### src/rtl/display_cfg_axil_responder_pkg.sv
// Shared constants, state encodings and small helpers for the display config
// AXI4-Lite responder.
package display_cfg_pkg;

   localparam int AXI_ADDR_W = 7;
   localparam int AXI_DATA_W = 32;
   localparam int REG_IDX_W  = 5;

   localparam logic [1:0] AXI_RESP_OKAY   = 2'b00;
   localparam logic [1:0] AXI_RESP_SLVERR = 2'b10;
   localparam logic [1:0] AXI_RESP_DECERR = 2'b11;

   localparam int STATUS_BUSY_BIT = 10;
   localparam int STATUS_OVR_BIT  = 11;

   typedef enum logic [1:0] {
      W_ADDR = 2'd0,
      W_DATA = 2'd1,
      W_RESP = 2'd2
   } wr_state_t;

   typedef enum logic {
      R_ADDR = 1'b0,
      R_DATA = 1'b1
   } rd_state_t;

   // Status is read-only: writes to it are slave errors, reads are fine.
   function automatic logic [1:0] decode_resp(input logic [REG_IDX_W-1:0] idx,
                                              input int reg_num,
                                              input int status_idx,
                                              input logic is_write);
      if (int'(idx) >= reg_num)
         return AXI_RESP_DECERR;
      else if (is_write && int'(idx) == status_idx)
         return AXI_RESP_SLVERR;
      else
         return AXI_RESP_OKAY;
   endfunction

   function automatic logic [AXI_DATA_W-1:0] status_word(input logic [AXI_DATA_W-1:0] ext,
                                                         input logic ovr,
                                                         input logic busy);
      logic [AXI_DATA_W-1:0] w;
      w                  = ext;
      w[STATUS_BUSY_BIT] = busy;
      w[STATUS_OVR_BIT]  = ovr;
      return w;
   endfunction

endpackage

### src/rtl/display_cfg_axil_responder_if.sv
// AXI4-Lite bundle between the panel-config master and the config responder.
interface display_cfg_axil_responder_if;
   import display_cfg_pkg::*;

   logic [AXI_ADDR_W-1:0] awaddr;
   logic                  awvalid;
   logic                  awready;
   logic [AXI_DATA_W-1:0] wdata;
   logic                  wvalid;
   logic                  wready;
   logic                  bvalid;
   logic                  bready;
   logic [1:0]            bresp;
   logic [AXI_ADDR_W-1:0] araddr;
   logic                  arvalid;
   logic                  arready;
   logic [AXI_DATA_W-1:0] rdata;
   logic [1:0]            rresp;
   logic                  rvalid;
   logic                  rready;

   modport master (
      output awaddr, awvalid, wdata, wvalid, bready, araddr, arvalid, rready,
      input  awready, wready, bvalid, bresp, arready, rdata, rresp, rvalid
   );

   modport slave (
      input  awaddr, awvalid, wdata, wvalid, bready, araddr, arvalid, rready,
      output awready, wready, bvalid, bresp, arready, rdata, rresp, rvalid
   );

endinterface

### src/rtl/display_cfg_axil_responder_busy_timer.sv
// Busy countdown after each data-register write; flags overrun when a new
// write lands while the previous one is still being absorbed.
module display_cfg_busy_timer #(
   parameter int BUSY_CYCLES = 8
) (
   input  logic i_axi_clk,
   input  logic i_rst,
   input  logic load,
   output logic busy,
   output logic overrun
);

   localparam int CNT_W = (BUSY_CYCLES < 1) ? 1 : $clog2(BUSY_CYCLES + 1);

   logic [CNT_W-1:0] cnt;
   logic             load_while_busy;

   assign busy            = (cnt != '0);
   assign load_while_busy = load && busy;

   // Reload beats decrement; overrun clears on the edge the count hits zero.
   always_ff @(posedge i_axi_clk or posedge i_rst) begin
      if (i_rst) begin
         cnt     <= '0;
         overrun <= 1'b0;
      end else if (load) begin
         cnt <= CNT_W'(BUSY_CYCLES);
         if (load_while_busy)
            overrun <= 1'b1;
      end else if (busy) begin
         cnt <= cnt - CNT_W'(1);
         if (cnt == CNT_W'(1))
            overrun <= 1'b0;
      end
   end

endmodule

### src/rtl/display_cfg_axil_responder.sv
// AXI4-Lite config register bank for the display/DSI controller: independent
// write (AW->W->B) and read (AR->R) FSMs over a word-indexed register array.
module display_cfg_axil_responder
   import display_cfg_pkg::*;
#(
   parameter int REG_NUM     = 32,
   parameter int STATUS_IDX  = 9,
   parameter int BUSY_CYCLES = 8
) (
   input  logic                         i_axi_clk,
   input  logic                         i_rst,
   display_cfg_axil_responder_if.slave  axi,
   input  logic [AXI_DATA_W-1:0]        i_status,
   output logic                         o_reg_we,
   output logic [REG_IDX_W-1:0]         o_reg_idx,
   output logic [AXI_DATA_W-1:0]        o_reg_wdata,
   output logic                         o_busy
);

   logic [AXI_DATA_W-1:0] regs [REG_NUM];

   logic busy, overrun;
   logic unused_addr_lsbs;
   assign unused_addr_lsbs = ^{axi.awaddr[1:0], axi.araddr[1:0]};

   // ---------------- write channel ----------------
   wr_state_t            wr_state, wr_state_n;
   logic [REG_IDX_W-1:0] aw_idx, aw_idx_n;
   logic                 awready_n, wready_n, bvalid_n;
   logic [1:0]           bresp_n, wr_resp;
   logic                 commit, wr_ok;

   assign wr_resp = decode_resp(aw_idx, REG_NUM, STATUS_IDX, 1'b1);
   assign wr_ok   = commit && (wr_resp == AXI_RESP_OKAY);

   always_comb begin
      wr_state_n = wr_state;
      aw_idx_n   = aw_idx;
      awready_n  = axi.awready;
      wready_n   = axi.wready;
      bvalid_n   = axi.bvalid;
      bresp_n    = axi.bresp;
      commit     = 1'b0;
      case (wr_state)
         W_ADDR: begin
            awready_n = 1'b1;
            if (axi.awvalid && axi.awready) begin
               aw_idx_n   = axi.awaddr[6:2];
               awready_n  = 1'b0;
               wready_n   = 1'b1;
               wr_state_n = W_DATA;
            end
         end
         W_DATA: begin
            if (axi.wvalid && axi.wready) begin
               commit     = 1'b1;
               wready_n   = 1'b0;
               bvalid_n   = 1'b1;
               bresp_n    = wr_resp;
               wr_state_n = W_RESP;
            end
         end
         W_RESP: begin
            if (axi.bvalid && axi.bready) begin
               bvalid_n   = 1'b0;
               awready_n  = 1'b1;
               wr_state_n = W_ADDR;
            end
         end
         default: wr_state_n = W_ADDR;
      endcase
   end

   always_ff @(posedge i_axi_clk or posedge i_rst) begin
      if (i_rst) begin
         wr_state    <= W_ADDR;
         aw_idx      <= '0;
         axi.awready <= 1'b0;
         axi.wready  <= 1'b0;
         axi.bvalid  <= 1'b0;
         axi.bresp   <= AXI_RESP_OKAY;
      end else begin
         wr_state    <= wr_state_n;
         aw_idx      <= aw_idx_n;
         axi.awready <= awready_n;
         axi.wready  <= wready_n;
         axi.bvalid  <= bvalid_n;
         axi.bresp   <= bresp_n;
      end
   end

   always_ff @(posedge i_axi_clk or posedge i_rst) begin
      if (i_rst) begin
         for (int i = 0; i < REG_NUM; i++)
            regs[i] <= '0;
      end else if (wr_ok) begin
         for (int i = 0; i < REG_NUM; i++)
            if (aw_idx == REG_IDX_W'(i))
               regs[i] <= axi.wdata;
      end
   end

   // Strobe mirrors the committed write for one cycle; idx/data hold after.
   always_ff @(posedge i_axi_clk or posedge i_rst) begin
      if (i_rst) begin
         o_reg_we    <= 1'b0;
         o_reg_idx   <= '0;
         o_reg_wdata <= '0;
      end else begin
         o_reg_we <= wr_ok;
         if (wr_ok) begin
            o_reg_idx   <= aw_idx;
            o_reg_wdata <= axi.wdata;
         end
      end
   end

   display_cfg_busy_timer #(
      .BUSY_CYCLES (BUSY_CYCLES)
   ) u_busy_timer (
      .i_axi_clk (i_axi_clk),
      .i_rst     (i_rst),
      .load      (wr_ok),
      .busy      (busy),
      .overrun   (overrun)
   );

   assign o_busy = busy;

   // ---------------- read channel ----------------
   rd_state_t             rd_state, rd_state_n;
   logic [REG_IDX_W-1:0]  rd_idx;
   logic [AXI_DATA_W-1:0] rd_word, rdata_n;
   logic [1:0]            rresp_n;
   logic                  arready_n, rvalid_n;

   assign rd_idx = axi.araddr[6:2];

   // Sampled from pre-edge state, so a same-cycle write returns the old value.
   always_comb begin
      rd_word = '0;
      if (int'(rd_idx) == STATUS_IDX) begin
         rd_word = status_word(i_status, overrun, busy);
      end else begin
         for (int i = 0; i < REG_NUM; i++)
            if (rd_idx == REG_IDX_W'(i))
               rd_word = regs[i];
      end
   end

   always_comb begin
      rd_state_n = rd_state;
      arready_n  = axi.arready;
      rvalid_n   = axi.rvalid;
      rdata_n    = axi.rdata;
      rresp_n    = axi.rresp;
      case (rd_state)
         R_ADDR: begin
            arready_n = 1'b1;
            if (axi.arvalid && axi.arready) begin
               arready_n  = 1'b0;
               rvalid_n   = 1'b1;
               rdata_n    = rd_word;
               rresp_n    = decode_resp(rd_idx, REG_NUM, STATUS_IDX, 1'b0);
               rd_state_n = R_DATA;
            end
         end
         R_DATA: begin
            if (axi.rvalid && axi.rready) begin
               rvalid_n   = 1'b0;
               arready_n  = 1'b1;
               rd_state_n = R_ADDR;
            end
         end
         default: rd_state_n = R_ADDR;
      endcase
   end

   always_ff @(posedge i_axi_clk or posedge i_rst) begin
      if (i_rst) begin
         rd_state    <= R_ADDR;
         axi.arready <= 1'b0;
         axi.rvalid  <= 1'b0;
         axi.rdata   <= '0;
         axi.rresp   <= AXI_RESP_OKAY;
      end else begin
         rd_state    <= rd_state_n;
         axi.arready <= arready_n;
         axi.rvalid  <= rvalid_n;
         axi.rdata   <= rdata_n;
         axi.rresp   <= rresp_n;
      end
   end

endmodule

### src/flat_wrapper.sv
// flat-port wrapper written by rule: the top's interface ports become plain ports
module display_cfg_axil_responder_flat import display_cfg_pkg::*;
#(
   parameter int REG_NUM     = 32,
   parameter int STATUS_IDX  = 9,
   parameter int BUSY_CYCLES = 8
)
  (i_axi_clk, i_rst, i_status, o_reg_we, o_reg_idx, o_reg_wdata, o_busy, axi_awaddr, axi_awvalid, axi_wdata, axi_wvalid, axi_bready, axi_araddr, axi_arvalid, axi_rready, axi_awready, axi_wready, axi_bvalid, axi_bresp, axi_arready, axi_rdata, axi_rresp, axi_rvalid);
  display_cfg_axil_responder_if axi_i ();
  input  logic i_axi_clk;
  input  logic i_rst;
  input  logic [AXI_DATA_W-1:0] i_status;
  output logic o_reg_we;
  output logic [REG_IDX_W-1:0] o_reg_idx;
  output logic [AXI_DATA_W-1:0] o_reg_wdata;
  output logic o_busy;
  input wire logic [$bits(axi_i.awaddr)-1:0] axi_awaddr;
  input wire logic [$bits(axi_i.awvalid)-1:0] axi_awvalid;
  input wire logic [$bits(axi_i.wdata)-1:0] axi_wdata;
  input wire logic [$bits(axi_i.wvalid)-1:0] axi_wvalid;
  input wire logic [$bits(axi_i.bready)-1:0] axi_bready;
  input wire logic [$bits(axi_i.araddr)-1:0] axi_araddr;
  input wire logic [$bits(axi_i.arvalid)-1:0] axi_arvalid;
  input wire logic [$bits(axi_i.rready)-1:0] axi_rready;
  output wire logic [$bits(axi_i.awready)-1:0] axi_awready;
  output wire logic [$bits(axi_i.wready)-1:0] axi_wready;
  output wire logic [$bits(axi_i.bvalid)-1:0] axi_bvalid;
  output wire logic [$bits(axi_i.bresp)-1:0] axi_bresp;
  output wire logic [$bits(axi_i.arready)-1:0] axi_arready;
  output wire logic [$bits(axi_i.rdata)-1:0] axi_rdata;
  output wire logic [$bits(axi_i.rresp)-1:0] axi_rresp;
  output wire logic [$bits(axi_i.rvalid)-1:0] axi_rvalid;
  assign axi_i.awaddr = axi_awaddr;
  assign axi_i.awvalid = axi_awvalid;
  assign axi_i.wdata = axi_wdata;
  assign axi_i.wvalid = axi_wvalid;
  assign axi_i.bready = axi_bready;
  assign axi_i.araddr = axi_araddr;
  assign axi_i.arvalid = axi_arvalid;
  assign axi_i.rready = axi_rready;
  assign axi_awready = axi_i.awready;
  assign axi_wready = axi_i.wready;
  assign axi_bvalid = axi_i.bvalid;
  assign axi_bresp = axi_i.bresp;
  assign axi_arready = axi_i.arready;
  assign axi_rdata = axi_i.rdata;
  assign axi_rresp = axi_i.rresp;
  assign axi_rvalid = axi_i.rvalid;
  display_cfg_axil_responder #(.REG_NUM(REG_NUM), .STATUS_IDX(STATUS_IDX), .BUSY_CYCLES(BUSY_CYCLES)) u_core (.i_axi_clk(i_axi_clk), .i_rst(i_rst), .axi(axi_i), .i_status(i_status), .o_reg_we(o_reg_we), .o_reg_idx(o_reg_idx), .o_reg_wdata(o_reg_wdata), .o_busy(o_busy));
endmodule
### config.mk
export PLATFORM = sky130hd
export DESIGN_NAME = display_cfg_axil_responder_flat
export DESIGN_NICKNAME = d
export VERILOG_FILES = /design/src/rtl/display_cfg_axil_responder_pkg.sv /design/src/rtl/display_cfg_axil_responder_if.sv /design/src/rtl/display_cfg_axil_responder_busy_timer.sv /design/src/rtl/display_cfg_axil_responder.sv /design/src/flat_wrapper.sv
export SDC_FILE = /design/constraint.sdc
export NUM_CORES = 2
export LEC_CHECK = 0
export ABC_AREA = 1
export CORE_MARGIN = 10
export CORE_UTILIZATION = 35
export DETAILED_ROUTE_END_ITERATION = 8
export GPL_TIMING_DRIVEN = 0
export SLEW_MARGIN = 20
export SYNTH_ARGS = -nofsm -noshare
export SYNTH_HDL_FRONTEND = slang
export SYNTH_SLANG_ARGS = --single-unit
### constraint.sdc
create_clock -name i_axi_clk -period 115.8 [get_ports i_axi_clk]
set_input_delay 23.16 -clock i_axi_clk [delete_from_list [all_inputs] [get_ports i_axi_clk]]
set_output_delay 23.16 -clock i_axi_clk [all_outputs]
set_load 0.05 [all_outputs]
==> results.tsv <==
stage	metric	value	unit
status	outcome	finished, final reports clean	
die	die_h	392	um
synth	syn_area	48400	um^2
global_routing	first_global_vias	40300	
timing	rsz0062_at_grt	false	
drt	vias	43000	
placement	post-place-ws	87480	ps
timing	post-route-period-util	0.240	
cts	cts_resized	0	
worst_setup_path	crit_required	116420	ps
placement	routabilityCongestion	0.937	
timing	timing.fmax	36.0	MHz
worst_setup_path	cp_max_fo	10	
synth	syn_avg_cell_area	8.13	um^2
final_layout	area_growth	16.8	%
synth	synthTopCellsByArea	dfrtp_1 58%, nand2_1 16%, o21ai_0 11%	
synth	ys_ff_latch	1113	
synth	yosysTopAreaCell	dfrtp_1	
die	row_count	136	
timing	tns	0	ps
synth	synth_cell_types	25	
cts	cts_buffer_depth	3	
synth	ys.flop_type	dfrtp_1	
pwr	p_leak	25.6	nW
cts	cts_root_buf	clkbuf_16	
timing	final-hold-violation-count	0	
synth	ys_async_sr_fraction	1.00	
run	drv_cap	0	
timing	fin_ws	87990	ps
timing	skew	25.8	ps
cts	hold_buffers	0	
timing	final-setup-viol-count	0	
synth	synth.most_common_cell	nand2_1	
die	start_util	0.352	
worst_setup_path	critPathArrivalTime	28430	ps
worst_setup_path	worstSetupPathType	in2reg	
pwr	vdd_ir_drop_max	0.0126	mV
drt	drt_iter0_drc	5730	
synth	synth_edf_count	0	
worst_setup_path	path_cells	clkdlybuf4s50_1, nor2_1, nand2_1, nor2_1, clkbuf_1, nand2_1, nand4_1, nand2_1, nand3_1, nand2_1, nand4_1, nor2_1, nand4_1, nor2_1, nand4_1, nor2_1, nand4_1, nor2_1, nand4_1, nor2_1, nand3_1, nand2_1, nand2_1	
timing	max_slew_margin	0.186	
cts	tritoncts.num_buffers	118	
placement	io_buffers	155	
global_routing	grt_max_degree	106	
synth	ys_warn_count	0	
drt	wire_per_inst	21.9	um
worst_setup_path	critPathTopFamily	simple AND/OR/NAND/NOR gates	
die	ioPinCount	165	
final_layout	drive_gt1_frac	0.0506	
synth	synth_commonest_cells	2103 x nand2_1, 1113 x dfrtp_1, 1029 x o21ai_0	
worst_setup_path	slowest_stage	clkdlybuf4s50_1	
synth	ys_seq_area_frac	0.575	
die	coreArea	137000	um^2
timing	worst_pin_slew	1220	ps
die	die_w	392	um
final_layout	fin_nets	6331	
drt	viasPerCell	5.28	
drt	drtAntennaViolNets	0	
synth	synth_top_area_frac	0.575	
worst_setup_path	critPathMaxStageDelay	780	ps
global_routing	overflow	0	
timing	min_period	27810	ps
drt	routed_wl	178000	um
synth	synthCells	5955	
worst_setup_path	worstSetupStartpointType	primary input	
cts	clock_sinks	1113	
worst_hold_path	hp-class	reg2reg	
global_routing	grt_usage	0.227	
global_routing	grt_pass1_wl	265000	um
cts	worstSkewPairLatency	730	ps
cts	clk_pin_slew_worst_paths	70	ps
worst_setup_path	end_kind	flop	
placement	place_hpwl	131000	um
cts	cts_setup_buffers	0	
worst_setup_path	crit_top_cell	nor2_1	
pwr	p_per_area	22.4	nW/um^2
drt	dr.pass1.iters	6	
worst_setup_path	path_buf_inv	2	
drt	drc	0	
cts	htreeDepth	3	
timing	drv_slew	0	
die	die-area	154000	um^2
cts	cts_tree	built	
global_routing	antenna_found_initial	6	
==> power by group <==
group	switching, mW	internal [mW]
sequential	0.0745	0.523
combinational	0.189	0.0945
clock	0.164	0.225
==> sequential cells by signal, summed over array words and instances (netlist names) <==
name                         cells
u_core.axi.wready                1
u_core.axi.arready               1
u_core.aw_idx                    5
u_core.axi.awready               1
u_core.regs                   1024
u_core.u_busy_timer.overrun      1
u_core.u_busy_timer.cnt          4
u_core.o_reg_idx                 5
u_core.axi.bvalid                1
u_core.axi.rvalid                1
u_core.rd_state                  1
u_core.o_reg_wdata              32
u_core.wr_state                  2
u_core.axi.rdata                32
u_core.axi.bresp                 1
u_core.o_reg_we                  1
==> cell families after synthesis <==
kind of cell             Yosys count  share of synthesized area
AO/OA/AOI/OAI                   1095                      0.113
adder cells (fa/ha/maj)            2                   0.000517
buffers and inverters            786                     0.0617
flip-flops                      1113                      0.575
multiplexers                       2                   0.000465
other                              1                  0.0000775
AND/OR/NAND/NOR                 2956                      0.249
==> layout by cell type (no fill, tap or decap), drive strengths merged, types with 92 or more instances in the layout <==
cell           synthesis  layout
nand2               2103    2103
dfrtp               1113    1113
o21ai               1029    1029
clkbuf               425     606
nor2                 416     416
inv                  333     333
nand4                209     209
clkdlybuf4s50          0     155
nand3                126     126
or2                   92      92
==> path summary, 6_finish.rpt <==
path,slack (ps),end,depth (start not counted),start
worst max-delay path,87990,u_core.axi.rdata[12],23,axi_araddr[4]
worst min-delay path,450,u_core.regs[721],1,u_core.regs[721]
worst max register to register,111600,u_core.axi.rdata[9],20,u_core.regs[1001]
worst min register to register,450,u_core.regs[721],1,u_core.regs[721]
max in group asynchronous,90540,u_core.axi.rdata[18],6,i_rst
min in group asynchronous,22950,u_core.regs[580],2,i_rst
==> layout make-up <==
type | instances | area [um^2]
antenna | 7 | 17.5
buffer | 451 | 1730
clock buffer | 181 | 3560
clock inverter | 38 | 422
fill | 14000 | 80900
inverter | 335 | 1260
multi-input combinational | 4058 | 17600
sequential | 1113 | 27900
tap | 1794 | 2240
timing repair buffer | 167 | 1880
==> per-layer routing <==
layer / vias up / track usage / wire (um)
li1: 19600 / - / -
met1: 21400 / 0.325 / 77800
met2: 1816 / 0.343 / 78200
met3: 290 / 0.0438 / 15900
met4: 0 / 0.0776 / 6480
met5: - / 0 / 0
==> worst reg2reg max path, cell delays in order, from the launching register on <==
cell	delay [ps]
dfrtp_1	400
nand4_1	100
nand2_1	110
nor2_1	250
nand3_1	180
nor2_1	210
nand4_1	180
nand2_1	270
nand4_1	250
nor2_1	240
nand4_1	150
nand2_1	120
nand4_1	110
nor2_1	190
nand4_1	130
nor2_1	180
nand4_1	130
nor2_1	560
nand3_1	190
nand2_1	100
nand2_1	50
==> metrics by stage <==
step | instance area (um^2) | cells | util | hold slack, ps | total power, mW
floorplan | 48400 | 5957 | - | 422 | 0.773
global placement | 52200 | 7906 | 0.380 | 432 | 0.874
detailed placement | 52600 | 7918 | 0.382 | 440 | 0.882
CTS | 56500 | 8137 | 0.411 | 454 | 1.27
global route | 56500 | 8138 | 0.411 | 464 | 1.34
finish | 56600 | 8144 | 0.411 | 450 | 1.27
(Power assumes the default switching activity.)
